===== config.mk =====
export PLATFORM = sky130hd
export DESIGN_NAME = fpu_arbiter_flat
export DESIGN_NICKNAME = d
export VERILOG_FILES = /design/src/rtl/fpu_arbiter_if.sv /design/src/rtl/fpu_arbiter.sv /design/src/flat_wrapper.sv
export SDC_FILE = /design/constraint.sdc
export NUM_CORES = 1
export LEC_CHECK = 0
export BUFFER_PORTS_ARGS = -buffer_cell sky130_fd_sc_hd__buf_2
export CAP_MARGIN = 20
export CORE_AREA = 2 2 158 160
export CTS_CLUSTER_DIAMETER = 80
export DETAILED_ROUTE_END_ITERATION = 12
export DIE_AREA = 0 0 160 162
export PLACE_DENSITY = 0.53
export SLEW_MARGIN = 0
export SYNTH_ARGS = -nofsm -noshare
export SYNTH_HDL_FRONTEND = slang
export SYNTH_SLANG_ARGS = --single-unit

===== constraint.sdc =====
create_clock -name clock -period 3.5 [get_ports clock]
set_clock_uncertainty 0.05 [all_clocks]
set_input_delay 0.7 -clock clock [delete_from_list [all_inputs] [get_ports clock]]
set_output_delay 0.7 -clock clock [all_outputs]
set_load 0.005 [all_outputs]

===== src/rtl/fpu_arbiter_if.sv =====
// fpu_arbiter_if: bundle of every handshake and data signal around fpu_arbiter.
//
// Signal groups:
//   req_*      : per-requester valid/ready plus packed operand buses (slice i = [32*i +: 32])
//   fpu_*      : start/operands out to the shared add/sub core, done/data/status back
//   resp_*     : one-hot response valid to the owning requester, shared data/status/ready
//
// Modports:
//   master : the arbiter side (drives req_ready, fpu_start/op_a/op_b, resp_*)
//   slave  : the environment side (requesters plus the FPU core)
interface fpu_arbiter_if #(
  parameter int unsigned N_REQ = 4
);

  logic [N_REQ-1:0]    req_valid;
  logic [N_REQ-1:0]    req_ready;
  logic [32*N_REQ-1:0] req_op_a;
  logic [32*N_REQ-1:0] req_op_b;

  logic                fpu_start;
  logic [31:0]         fpu_op_a;
  logic [31:0]         fpu_op_b;
  logic                fpu_done;
  logic [31:0]         fpu_data;
  logic [3:0]          fpu_status;

  logic [N_REQ-1:0]    resp_valid;
  logic [31:0]         resp_data;
  logic [3:0]          resp_status;
  logic                resp_ready;

  modport master (
    input  req_valid, req_op_a, req_op_b,
    input  fpu_done, fpu_data, fpu_status,
    input  resp_ready,
    output req_ready,
    output fpu_start, fpu_op_a, fpu_op_b,
    output resp_valid, resp_data, resp_status
  );

  modport slave (
    output req_valid, req_op_a, req_op_b,
    output fpu_done, fpu_data, fpu_status,
    output resp_ready,
    input  req_ready,
    input  fpu_start, fpu_op_a, fpu_op_b,
    input  resp_valid, resp_data, resp_status
  );

endinterface


===== src/rtl/fpu_arbiter.sv =====
// fpu_arbiter: shares one FPU add/sub core between N_REQ requesters.
//
// A round-robin grant is made in IDLE (req_ready is combinational in that cycle), the operand
// pair is registered towards the core, a one-cycle fpu_start is issued, and the arbiter waits
// for fpu_done with a TIMEOUT-cycle guard. The result (or a zero/4'b1111 timeout marker) is
// presented to the owner on resp_valid until resp_ready is seen.
//
// Ports:
//   clock : system clock, rising edge
//   reset : asynchronous, active-low
//   bus   : fpu_arbiter_if master modport (requester, core and response signals)
module fpu_arbiter #(
  parameter int unsigned N_REQ   = 4,
  parameter int unsigned TIMEOUT = 16
) (
  input logic           clock,
  input logic           reset,
  fpu_arbiter_if.master bus
);

  localparam int unsigned PtrW  = $clog2(N_REQ);
  localparam int unsigned Slots = 2 ** PtrW;
  localparam int unsigned CntW  = $clog2(TIMEOUT) + 1;

  typedef enum logic [1:0] {
    StIdle,
    StIssue,
    StWait,
    StRespond
  } state_e;

  state_e            state_q;
  logic [PtrW-1:0]   rr_ptr_q;
  logic [PtrW-1:0]   owner_q;
  logic [CntW-1:0]   cnt_q;
  logic              fpu_start_q;
  logic [31:0]       fpu_op_a_q;
  logic [31:0]       fpu_op_b_q;
  logic [N_REQ-1:0]  resp_valid_q;
  logic [31:0]       resp_data_q;
  logic [3:0]        resp_status_q;

  // Requester signals padded to a power-of-two table so a PtrW-bit index is always in range.
  logic [31:0]       op_a_slot [Slots];
  logic [31:0]       op_b_slot [Slots];
  logic [Slots-1:0]  valid_slot;

  for (genvar s = 0; s < Slots; s++) begin : g_slot
    if (s < N_REQ) begin : g_used
      assign op_a_slot[s]  = bus.req_op_a[32*s +: 32];
      assign op_b_slot[s]  = bus.req_op_b[32*s +: 32];
      assign valid_slot[s] = bus.req_valid[s];
    end else begin : g_unused
      assign op_a_slot[s]  = '0;
      assign op_b_slot[s]  = '0;
      assign valid_slot[s] = 1'b0;
    end
  end

  // Round-robin search: first valid requester at or above rr_ptr, wrapping modulo N_REQ.
  logic              grant_valid;
  logic [PtrW-1:0]   grant_idx;
  logic [PtrW:0]     scan_sum;
  logic [PtrW-1:0]   scan_idx;

  always_comb begin
    grant_valid = 1'b0;
    grant_idx   = '0;
    scan_sum    = '0;
    scan_idx    = '0;
    for (int unsigned i = 0; i < N_REQ; i++) begin
      scan_sum = {1'b0, rr_ptr_q} + (PtrW + 1)'(i);
      if (scan_sum >= (PtrW + 1)'(N_REQ)) begin
        scan_sum = scan_sum - (PtrW + 1)'(N_REQ);
      end
      scan_idx = scan_sum[PtrW-1:0];
      if (!grant_valid && valid_slot[scan_idx]) begin
        grant_valid = 1'b1;
        grant_idx   = scan_idx;
      end
    end
  end

  logic [PtrW-1:0]   next_ptr;
  logic [N_REQ-1:0]  grant_oh;
  logic [N_REQ-1:0]  owner_oh;

  assign next_ptr = (grant_idx == PtrW'(N_REQ - 1)) ? '0 : grant_idx + 1'b1;
  assign grant_oh = N_REQ'(1) << grant_idx;
  assign owner_oh = N_REQ'(1) << owner_q;

  // Gated by reset so the accept is withdrawn the moment reset asserts.
  assign bus.req_ready = (reset && (state_q == StIdle) && grant_valid) ? grant_oh : '0;

  always_ff @(posedge clock or negedge reset) begin
    if (!reset) begin
      state_q       <= StIdle;
      rr_ptr_q      <= '0;
      owner_q       <= '0;
      cnt_q         <= '0;
      fpu_start_q   <= 1'b0;
      fpu_op_a_q    <= '0;
      fpu_op_b_q    <= '0;
      resp_valid_q  <= '0;
      resp_data_q   <= '0;
      resp_status_q <= '0;
    end else begin
      case (state_q)
        StIdle: begin
          if (grant_valid) begin
            fpu_op_a_q  <= op_a_slot[grant_idx];
            fpu_op_b_q  <= op_b_slot[grant_idx];
            owner_q     <= grant_idx;
            rr_ptr_q    <= next_ptr;
            fpu_start_q <= 1'b1;
            state_q     <= StIssue;
          end
        end
        StIssue: begin
          fpu_start_q <= 1'b0;
          cnt_q       <= '0;
          state_q     <= StWait;
        end
        StWait: begin
          cnt_q <= cnt_q + 1'b1;
          // Done takes priority over a timeout falling in the same cycle.
          if (bus.fpu_done) begin
            resp_data_q   <= bus.fpu_data;
            resp_status_q <= bus.fpu_status;
            resp_valid_q  <= owner_oh;
            state_q       <= StRespond;
          end else if (cnt_q == CntW'(TIMEOUT - 1)) begin
            resp_data_q   <= '0;
            resp_status_q <= 4'b1111;
            resp_valid_q  <= owner_oh;
            state_q       <= StRespond;
          end
        end
        StRespond: begin
          if (bus.resp_ready) begin
            resp_valid_q <= '0;
            state_q      <= StIdle;
          end
        end
        default: begin
          state_q <= StIdle;
        end
      endcase
    end
  end

  assign bus.fpu_start   = fpu_start_q;
  assign bus.fpu_op_a    = fpu_op_a_q;
  assign bus.fpu_op_b    = fpu_op_b_q;
  assign bus.resp_valid  = resp_valid_q;
  assign bus.resp_data   = resp_data_q;
  assign bus.resp_status = resp_status_q;

endmodule


===== src/flat_wrapper.sv =====
// flat-port wrapper written by rule: the top's interface ports become plain ports
module fpu_arbiter_flat 
#(
  parameter int unsigned N_REQ   = 4,
  parameter int unsigned TIMEOUT = 16
)
  (clock, reset, bus_req_valid, bus_req_op_a, bus_req_op_b, bus_fpu_done, bus_fpu_data, bus_fpu_status, bus_resp_ready, bus_req_ready, bus_fpu_start, bus_fpu_op_a, bus_fpu_op_b, bus_resp_valid, bus_resp_data, bus_resp_status);
  fpu_arbiter_if #(.N_REQ(N_REQ)) bus_i ();
  input logic clock;
  input logic reset;
  input wire logic [$bits(bus_i.req_valid)-1:0] bus_req_valid;
  input wire logic [$bits(bus_i.req_op_a)-1:0] bus_req_op_a;
  input wire logic [$bits(bus_i.req_op_b)-1:0] bus_req_op_b;
  input wire logic [$bits(bus_i.fpu_done)-1:0] bus_fpu_done;
  input wire logic [$bits(bus_i.fpu_data)-1:0] bus_fpu_data;
  input wire logic [$bits(bus_i.fpu_status)-1:0] bus_fpu_status;
  input wire logic [$bits(bus_i.resp_ready)-1:0] bus_resp_ready;
  output wire logic [$bits(bus_i.req_ready)-1:0] bus_req_ready;
  output wire logic [$bits(bus_i.fpu_start)-1:0] bus_fpu_start;
  output wire logic [$bits(bus_i.fpu_op_a)-1:0] bus_fpu_op_a;
  output wire logic [$bits(bus_i.fpu_op_b)-1:0] bus_fpu_op_b;
  output wire logic [$bits(bus_i.resp_valid)-1:0] bus_resp_valid;
  output wire logic [$bits(bus_i.resp_data)-1:0] bus_resp_data;
  output wire logic [$bits(bus_i.resp_status)-1:0] bus_resp_status;
  assign bus_i.req_valid = bus_req_valid;
  assign bus_i.req_op_a = bus_req_op_a;
  assign bus_i.req_op_b = bus_req_op_b;
  assign bus_i.fpu_done = bus_fpu_done;
  assign bus_i.fpu_data = bus_fpu_data;
  assign bus_i.fpu_status = bus_fpu_status;
  assign bus_i.resp_ready = bus_resp_ready;
  assign bus_req_ready = bus_i.req_ready;
  assign bus_fpu_start = bus_i.fpu_start;
  assign bus_fpu_op_a = bus_i.fpu_op_a;
  assign bus_fpu_op_b = bus_i.fpu_op_b;
  assign bus_resp_valid = bus_i.resp_valid;
  assign bus_resp_data = bus_i.resp_data;
  assign bus_resp_status = bus_i.resp_status;
  fpu_arbiter #(.N_REQ(N_REQ), .TIMEOUT(TIMEOUT)) u_core (.clock(clock), .reset(reset), .bus(bus_i));
endmodule

==> results of run 1 <==
-- metal layers --
metal | wire length (µm) | track usage (%)
met1 | 10600 | 23.7
met2 | 13500 | 35.7
met3 | 2110 | 5.54
met4 | 513 | 6.22
met5 | 13 | 0
-- power groups by stage --
stage | combinational, µW | clock (µW) | sequential, µW
floorplan | 2310 | 0 | 2400
global placement | 3830 | 0 | 2390
detailed placement | 3850 | 0 | 2380
CTS | 3840 | 2030 | 2370
global route | 4170 | 2100 | 2460
finish | 3790 | 1970 | 2370
-- kinds of logic after synthesis --
group	count (synthesis)
AO/OA/AOI/OAI	325
adder cells (fa/ha/maj)	7
buffers and inverters	86
flip-flops	116
multiplexers	4
AND/OR/NAND/NOR	125
-- cell type report --
| class | count | share of cell area [%] |
|---|---|---|
| repair buffers | 427 | 23.7 |
| clock inverters | 14 | 2.26 |
| diodes | 2 | 0.0532 |
| well taps | 324 | 4.31 |
| flip-flops and latches | 116 | 30.9 |
| multi-input cells | 461 | 33.7 |
| inverters | 12 | 0.479 |
| clock buffers | 18 | 4.67 |
-- worst paths after layout --
path	start	cells past startpoint	end
setup reg to reg	u_core.rr_ptr_q[1]	6	u_core.bus.fpu_op_a[12]
min in group clock	bus_fpu_data[0]	2	u_core.bus.resp_data[0]
setup / recovery	u_core.rr_ptr_q[0]	5	bus_req_ready[0]
hold / removal	reset	1	u_core.bus.resp_data[0]
hold reg to reg	u_core.bus.fpu_op_b[1]	1	u_core.bus.fpu_op_b[1]
max in group asynchronous	reset	2	u_core.bus.fpu_op_b[9]
-- worst max-delay path, stage by stage (launching register included) --
cell and delay (ns):
dfrtp_1 0.46, and2b_4 0.34, nor3_1 0.06, a211o_2 0.45, and3_1 0.25, buf_2 0.13
-- metrics by stage --
stage	hold WS [ns]	setup slack (ns)	total power (µW)	std cells	util (%)
2_1_floorplan	0.354	0.999	4710	663	-
3_3_place_gp	0.436	0.670	6210	1340	36.3
3_5_place_dp	0.437	0.650	6220	1340	36.3
4_1_cts	0.223	0.559	8250	1372	39.0
5_1_grt	0.236	0.453	8730	1374	39.0
6_report	0.223	0.634	8130	1374	39.0
-- cells in the final DEF (no fill, tap or decap), drive strengths merged, types with 20 or more instances in the layout --
master	count
inv	20
buf	427
nor2	22
a221o	51
o21ai	80
nand3	56
a22o	32
a21oi	67
o22a	56
dfrtp	116
-- sequential cells by signal, summed over array words and instances (netlist names), 4 cells and up --
name / cells
u_core.bus.resp_data: 32
u_core.bus.resp_valid: 4
u_core.bus.fpu_op_a: 32
u_core.cnt_q: 5
u_core.bus.resp_status: 4
u_core.bus.fpu_op_b: 32
==> summary.txt, run 1 <==
Min path
  • Worst hold path type: in2async

Power and ir drop
  • Clock network power share: 24.3%
  • VDD IR-drop max: 0.000388 V
  • Combinational share of power: 46.6%
  • Internal power: 4990 µW
  • Pwr dens: 865 nW/µm²
  • Net Sw Power: 3140 µW
  • Switching share of power: 38.7%
  • Leakage power: 0.00450 µW
  • Sequential power share: 29.2%

Logic synthesis
  • Yosys warns: 0
  • Leading area contributor after synthesis: dfrtp_1
  • Asr flop ratio synth: 100%
  • Mux cell area share after synthesis: 0.676%
  • Simple-gate share of the synthesized area: 9.95%
  • Yosys reg bits: 116
  • Synthesized area per cell: 9.77 µm²
  • Primary FF master, synth: dfrtp_1
  • Syn nets: 970
  • Post-synth cell types: 43
  • Count leader, synth: dfrtp_1
  • Complex-gate fraction of the synthesized area: 36.2%
  • Post-synth top cells: 116 x dfrtp_1, 74 x o21ai_0, 67 x a21oi_1, 56 x nand3_1, 56 x o22a_1
  • EDFF count, synth: 0
  • Synth Area in Adders: 1.35%
  • Area share of the largest cell type after synthesis: 44.8%
  • XOR/XNOR Fraction of Synth Area: 0%
  • Synth Instances: 663
  • Post-Syn Area: 6480 µm²
  • Combinational family with the most area after synthesis: compound AO/OA/AOI/OAI gates
  • Sequential area share after synthesis: 44.8%
  • Dominant cells by area after synthesis: dfrtp_1 45%, a221o_1 7.9%, o22a_1 7.6%

Worst setup path
  • CP Class: reg2out
  • Crit. End Element: output pin
  • Worst setup SP type: flip-flop
  • Worst reg-to-reg setup slack: 1.08 ns
  • Worst-path fanout max: 19
  • Critical Path AT: 2.12 ns
  • Req. time, crit path: 2.75 ns

Clock tree
  • Clock sinks: 116
  • CTS tree: done
  • H-tree levels: 4
  • Resized Gates After CTS: 0
  • CTS max path bufs: 2
  • CTS root buf: clkbuf_16
  • Clk_lat worst skew: 0.42 ns
  • CTS Buf Count: 17
  • Cts hold-fix bufs: 0
  • Post-CTS setup buffer count: 0
  • CTS clock-pin slew for the worst setup and hold paths: 0.06 ns

Routing
  • Total wire length: 26.8 mm
  • Wirelength per Cell: 19.5 µm
  • Vias/cell: 5.20
  • DRT Pass-1 Iters: 5
  • # DRC: 0
  • DRT antenna net count: 0
  • DR iter-0 viols: 587
  • Vias: 7138

GRT
  • Gr ovfl total: 0
  • All-layer global routing usage: 20.1%
  • Initial antenna violation count: 3
  • Largest net degree at the start of global routing: 52
  • First-pass GRT wire length: 40.4 mm
  • Vias in the first global route: 7063

Timing
  • Total negative slack: 0 ns
  • RSZ-0062 raised after global routing: false
  • Rel. slew slack: 35.6%
  • Finish-stage setup viols: 0
  • Fin. max-slew vios: 0
  • Maximum clock rate: 0.349 GHz
  • Slew @ Worst Pin: 0.966 ns
  • Fin crit share: 81.9%
  • Post-layout minimum cycle time: 2.87 ns
  • Fin. Hold Viols: 0

Finish
  • P&R area growth vs syn: 45.2%
  • Register Area: 2900 µm²
  • Final instance area: 9400 µm²
  • Share of cells above drive strength 1: 45.4%
  • Final nets: 1342
  • Multi-input logic area: 3170 µm²
  • Fillers: 2570

Status
  • Status: finished clean

Place
  • DP Wirelength: 19.4 mm
  • Final Wtd Congestion: 0.829
  • Post-DP Area: 8750 µm²
  • IO Port Bufs: 408

Floorplan
  • Die width: 160 µm
  • Row count: 57
  • Core footprint: 24100 µm²
  • Die height: 162 µm
  • Initial Util: 26.9%
  • Die area: 25900 µm²
  • IO Pins: 409

Flow run
  • Max Cap Viol: 0
No activity file was read; power rests on OpenSTA's default activity.
==> run 2: changes to the inputs <==
ABC_AREA = 1   (was not set)
CORE_AREA = 2 2 157 159   (was 2 2 158 160)
DIE_AREA = 0 0 159 161   (was 0 0 160 162)
PLACE_DENSITY = 0.59   (was 0.53)
clock period = 2.8 ns   (was 3.5 ns; I/O delays follow)
==> summary.txt, run 2 <==
Power and ir drop
  • Pwr dens: 1460 nW/µm² (+69%)
  • VDD IR-drop max: 0.000934 V (+140%)
  • Leakage power: 0.00637 µW (+42%)
  • Final Power: 15600 µW (+92%)

Logic synthesis
  • Count leader, synth: nand2_1
  • Primary FF master, synth: dfrtp_1
  • EDFF count, synth: 0 (unchanged)
  • Post-synth cell types: 28 (-35%)
  • Asr flop ratio synth: 100% (unchanged)
  • Syn nets: 1462 (+51%)
  • Yosys reg bits: 116 (unchanged)
  • Dominant cells by area after synthesis: dfrtp_1 38%, nand2_1 34%, nand4_1 11%
  • Synth Instances: 1155 (+74%)
  • Yosys warns: 0 (unchanged)
  • Post-Syn Area: 7660 µm² (+18%)
  • Post-synth top cells: 687 x nand2_1, 133 x nand4_1, 116 x dfrtp_1, 47 x buf_2, 32 x a22o_1
  • Leading area contributor after synthesis: dfrtp_1
  • Synthesized area per cell: 6.64 µm² (-32%)
  • Sequential area share after synthesis: 37.9% (-7.0 points)
  • Area share of the largest cell type after synthesis: 37.9% (-7.0 points)

Place
  • Final Wtd Congestion: 0.931 (+12%)
  • DP Wirelength: 21.1 mm (+9.1%)
  • DP Worst Slack: 0.212 ns (-0.438 ns)
  • Post-DP Area: 9890 µm² (+13%)
  • IO Port Bufs: 408 (unchanged)

Finish
  • Most frequent cells in the layout: 666 x nand2_1, 407 x buf_2, 133 x nand4_1
  • Commonest non-fill, non-tap cell in the layout: nand2_1
  • Multi-input logic area: 4250 µm² (+34%)
  • P&R area growth vs syn: 39.3%
  • Final nets: 1826 (+36%)
  • Register Area: 2910 µm² (about the same)
  • Fillers: 2487 (-3.2%)
  • Final instance area: 10700 µm² (+14%)
  • Share of cells above drive strength 1: 33.7% (-12 points)

Timing
  • Post-layout minimum cycle time: 2.75 ns
  • Slew @ Worst Pin: 0.633 ns (-0.333 ns)
  • Fin. Hold Viols: 0 (unchanged)
  • Finish-stage setup viols: 0 (unchanged)
  • Maximum clock rate: 0.364 GHz
  • RSZ-0062 raised after global routing: true
  • Final worst slack: 0.0501 ns (-0.584 ns)
  • Fin. max-slew vios: 0 (unchanged)
  • Rel. slew slack: 57.8% (+22 points)
  • Fin crit share: 98.2%
  • WHS: 0.228 ns (+0.00558 ns)

Clock tree
  • Clk_lat worst skew: 0.41 ns (about the same)
  • Cts hold-fix bufs: 0 (unchanged)
  • Clock sinks: 116 (unchanged)
  • CTS root buf: clkbuf_16
  • CTS Buf Count: 17 (unchanged)
  • CTS max path bufs: 2 (unchanged)
  • CTS clock-pin slew for the worst setup and hold paths: 0.07 ns (about the same)
  • H-tree levels: 4 (unchanged)
  • CTS tree: done

GRT
  • Largest net degree at the start of global routing: 129 (+150%)
  • Met2 Use GR: 37.4% (+1.7 points)
  • Vias in the first global route: 8551 (+21%)
  • GR peak layer: met2
  • Gr ovfl total: 0 (unchanged)
  • Met3 usage: 4.88% (-0.66 points)
  • Initial antenna violation count: 1 (-2)
  • All-layer global routing usage: 22.5% (+2.3 points)
  • Met1 Use GR: 29.0% (+5.3 points)
  • First-pass GRT wire length: 46.1 mm (+14%)

Worst setup path
  • Critical-path top delay cell: dfrtp_2
  • Worst setup SP type: flip-flop
  • Critical path, cell by cell: inv_2 > nand2_2 > nand2_4 > nand2_2 > nand2_2 > nor2_4 > nand2_1 > nor2_1 > nand2_1 > nand2_4 > buf_4 > nor3_4 > buf_2
  • R2R Path Start: u_core.rr_ptr_q[0]
  • Worst-path fanout max: 6 (-13)
  • Crit-path max cell delay: 0.47 ns (about the same)
  • RR Endpoint: u_core.bus.fpu_op_a[27]
  • Cell mode on critical path: nand2_2
  • Crit path max-delay family: simple AND/OR/NAND/NOR gates
  • Critical Path AT: 2.14 ns (+0.02 ns)
  • Req. time, crit path: 2.19 ns (-0.56 ns)
  • Worst path bufs/invs: 3 (+2)
  • Worst reg-to-reg setup slack: 0.38 ns (-0.70 ns)
  • Crit. End Element: output pin
  • CP Class: reg2out
  • Reg2Reg Depth: 16 (+10)

Routing
  • Wirelength per Cell: 16.1 µm (-17%)
  • DRT antenna net count: 0 (unchanged)
  • Vias/cell: 4.94 (-4.9%)
  • DR iter-0 viols: 772 (+32%)
  • Total wire length: 29.9 mm (+12%)
  • Vias: 9179 (+29%)
  • # DRC: 0 (unchanged)
  • DRT Pass-1 Iters: 5 (unchanged)

Floorplan
  • Die height: 161 µm (-0.62%)
  • Core footprint: 24000 µm² (-0.59%)
  • Initial Util: 32.0% (+5.1 points)
  • Die width: 159 µm (-0.63%)
  • Row count: 57 (unchanged)
  • IO Pins: 409 (unchanged)
  • Die area: 25600 µm² (-1.2%)

Flow run
  • Max Cap Viol: 0 (unchanged)

Status
  • Status: finished clean

Min path
  • Worst hold path type: in2async
run 2: cell type report:
class                      count  area share [%]
antenna                        1          0.0234
timing repair buffer         438            22.5
tap                          324            3.80
inverter                      32            1.22
sequential                   116            27.2
multi-input combinational    914            39.8
clock buffer                  18            4.02
clock inverter                14            1.35
run 2: repair_timing:
item	in CTS	in global routing
endpoints found under the setup margin	4	4
gates resized for setup	5	40
endpoints found under the hold margin	0	0
pin swaps	0	11
buffers inserted	4	5
run 2: where the power goes:
part           switching, µW  internal (µW)  total, µW
Combinational           6830           3690      10500
Clock                    891           1250       2140
Sequential               458           2450       2910
run 2: metrics by stage:
step,util [%],instances,setup TNS (ns)
after floorplan,-,1155,0
after global placement,41.3,1815,0
after detailed placement,41.3,1815,0
after CTS,43.8,1851,0
after global routing,44.5,1857,-0.126
final,44.5,1857,0
run 2: worst max path at each step:
stage,startpoint,to,slack [ns],cells after the start
3_5_place_dp,bus_req_valid[3],bus_req_ready[1],0.21,11
2_1_floorplan,bus_req_valid[3],bus_req_ready[2],0.45,11
6_report,u_core.rr_ptr_q[1],bus_req_ready[1],0.05,13
5_1_grt,u_core.rr_ptr_q[1],bus_req_ready[1],-0.05,13
4_1_cts,u_core.rr_ptr_q[0],bus_req_ready[2],0.01,11
3_3_place_gp,bus_req_valid[3],bus_req_ready[1],0.26,11
run 2: kinds of logic (layout without fill, tap and decap cells):
family	Yosys count	after routing	share of synthesized area [%]
adder cells (fa/ha/maj)	7	7	1.14
other	0	1	0
AO/OA/AOI/OAI	59	59	5.80
flip-flops	116	116	37.9
buffers and inverters	125	502	8.62
AND/OR/NAND/NOR	848	848	46.6
run 2: routing by layer:
metal,wire length (µm),vias to the layer above,part of all wire (%)
met5,0,-,0
met4,714,0,2.4
met3,2150,42,7.2
met2,14200,418,48
met1,12800,4233,43
li1,-,4486,-
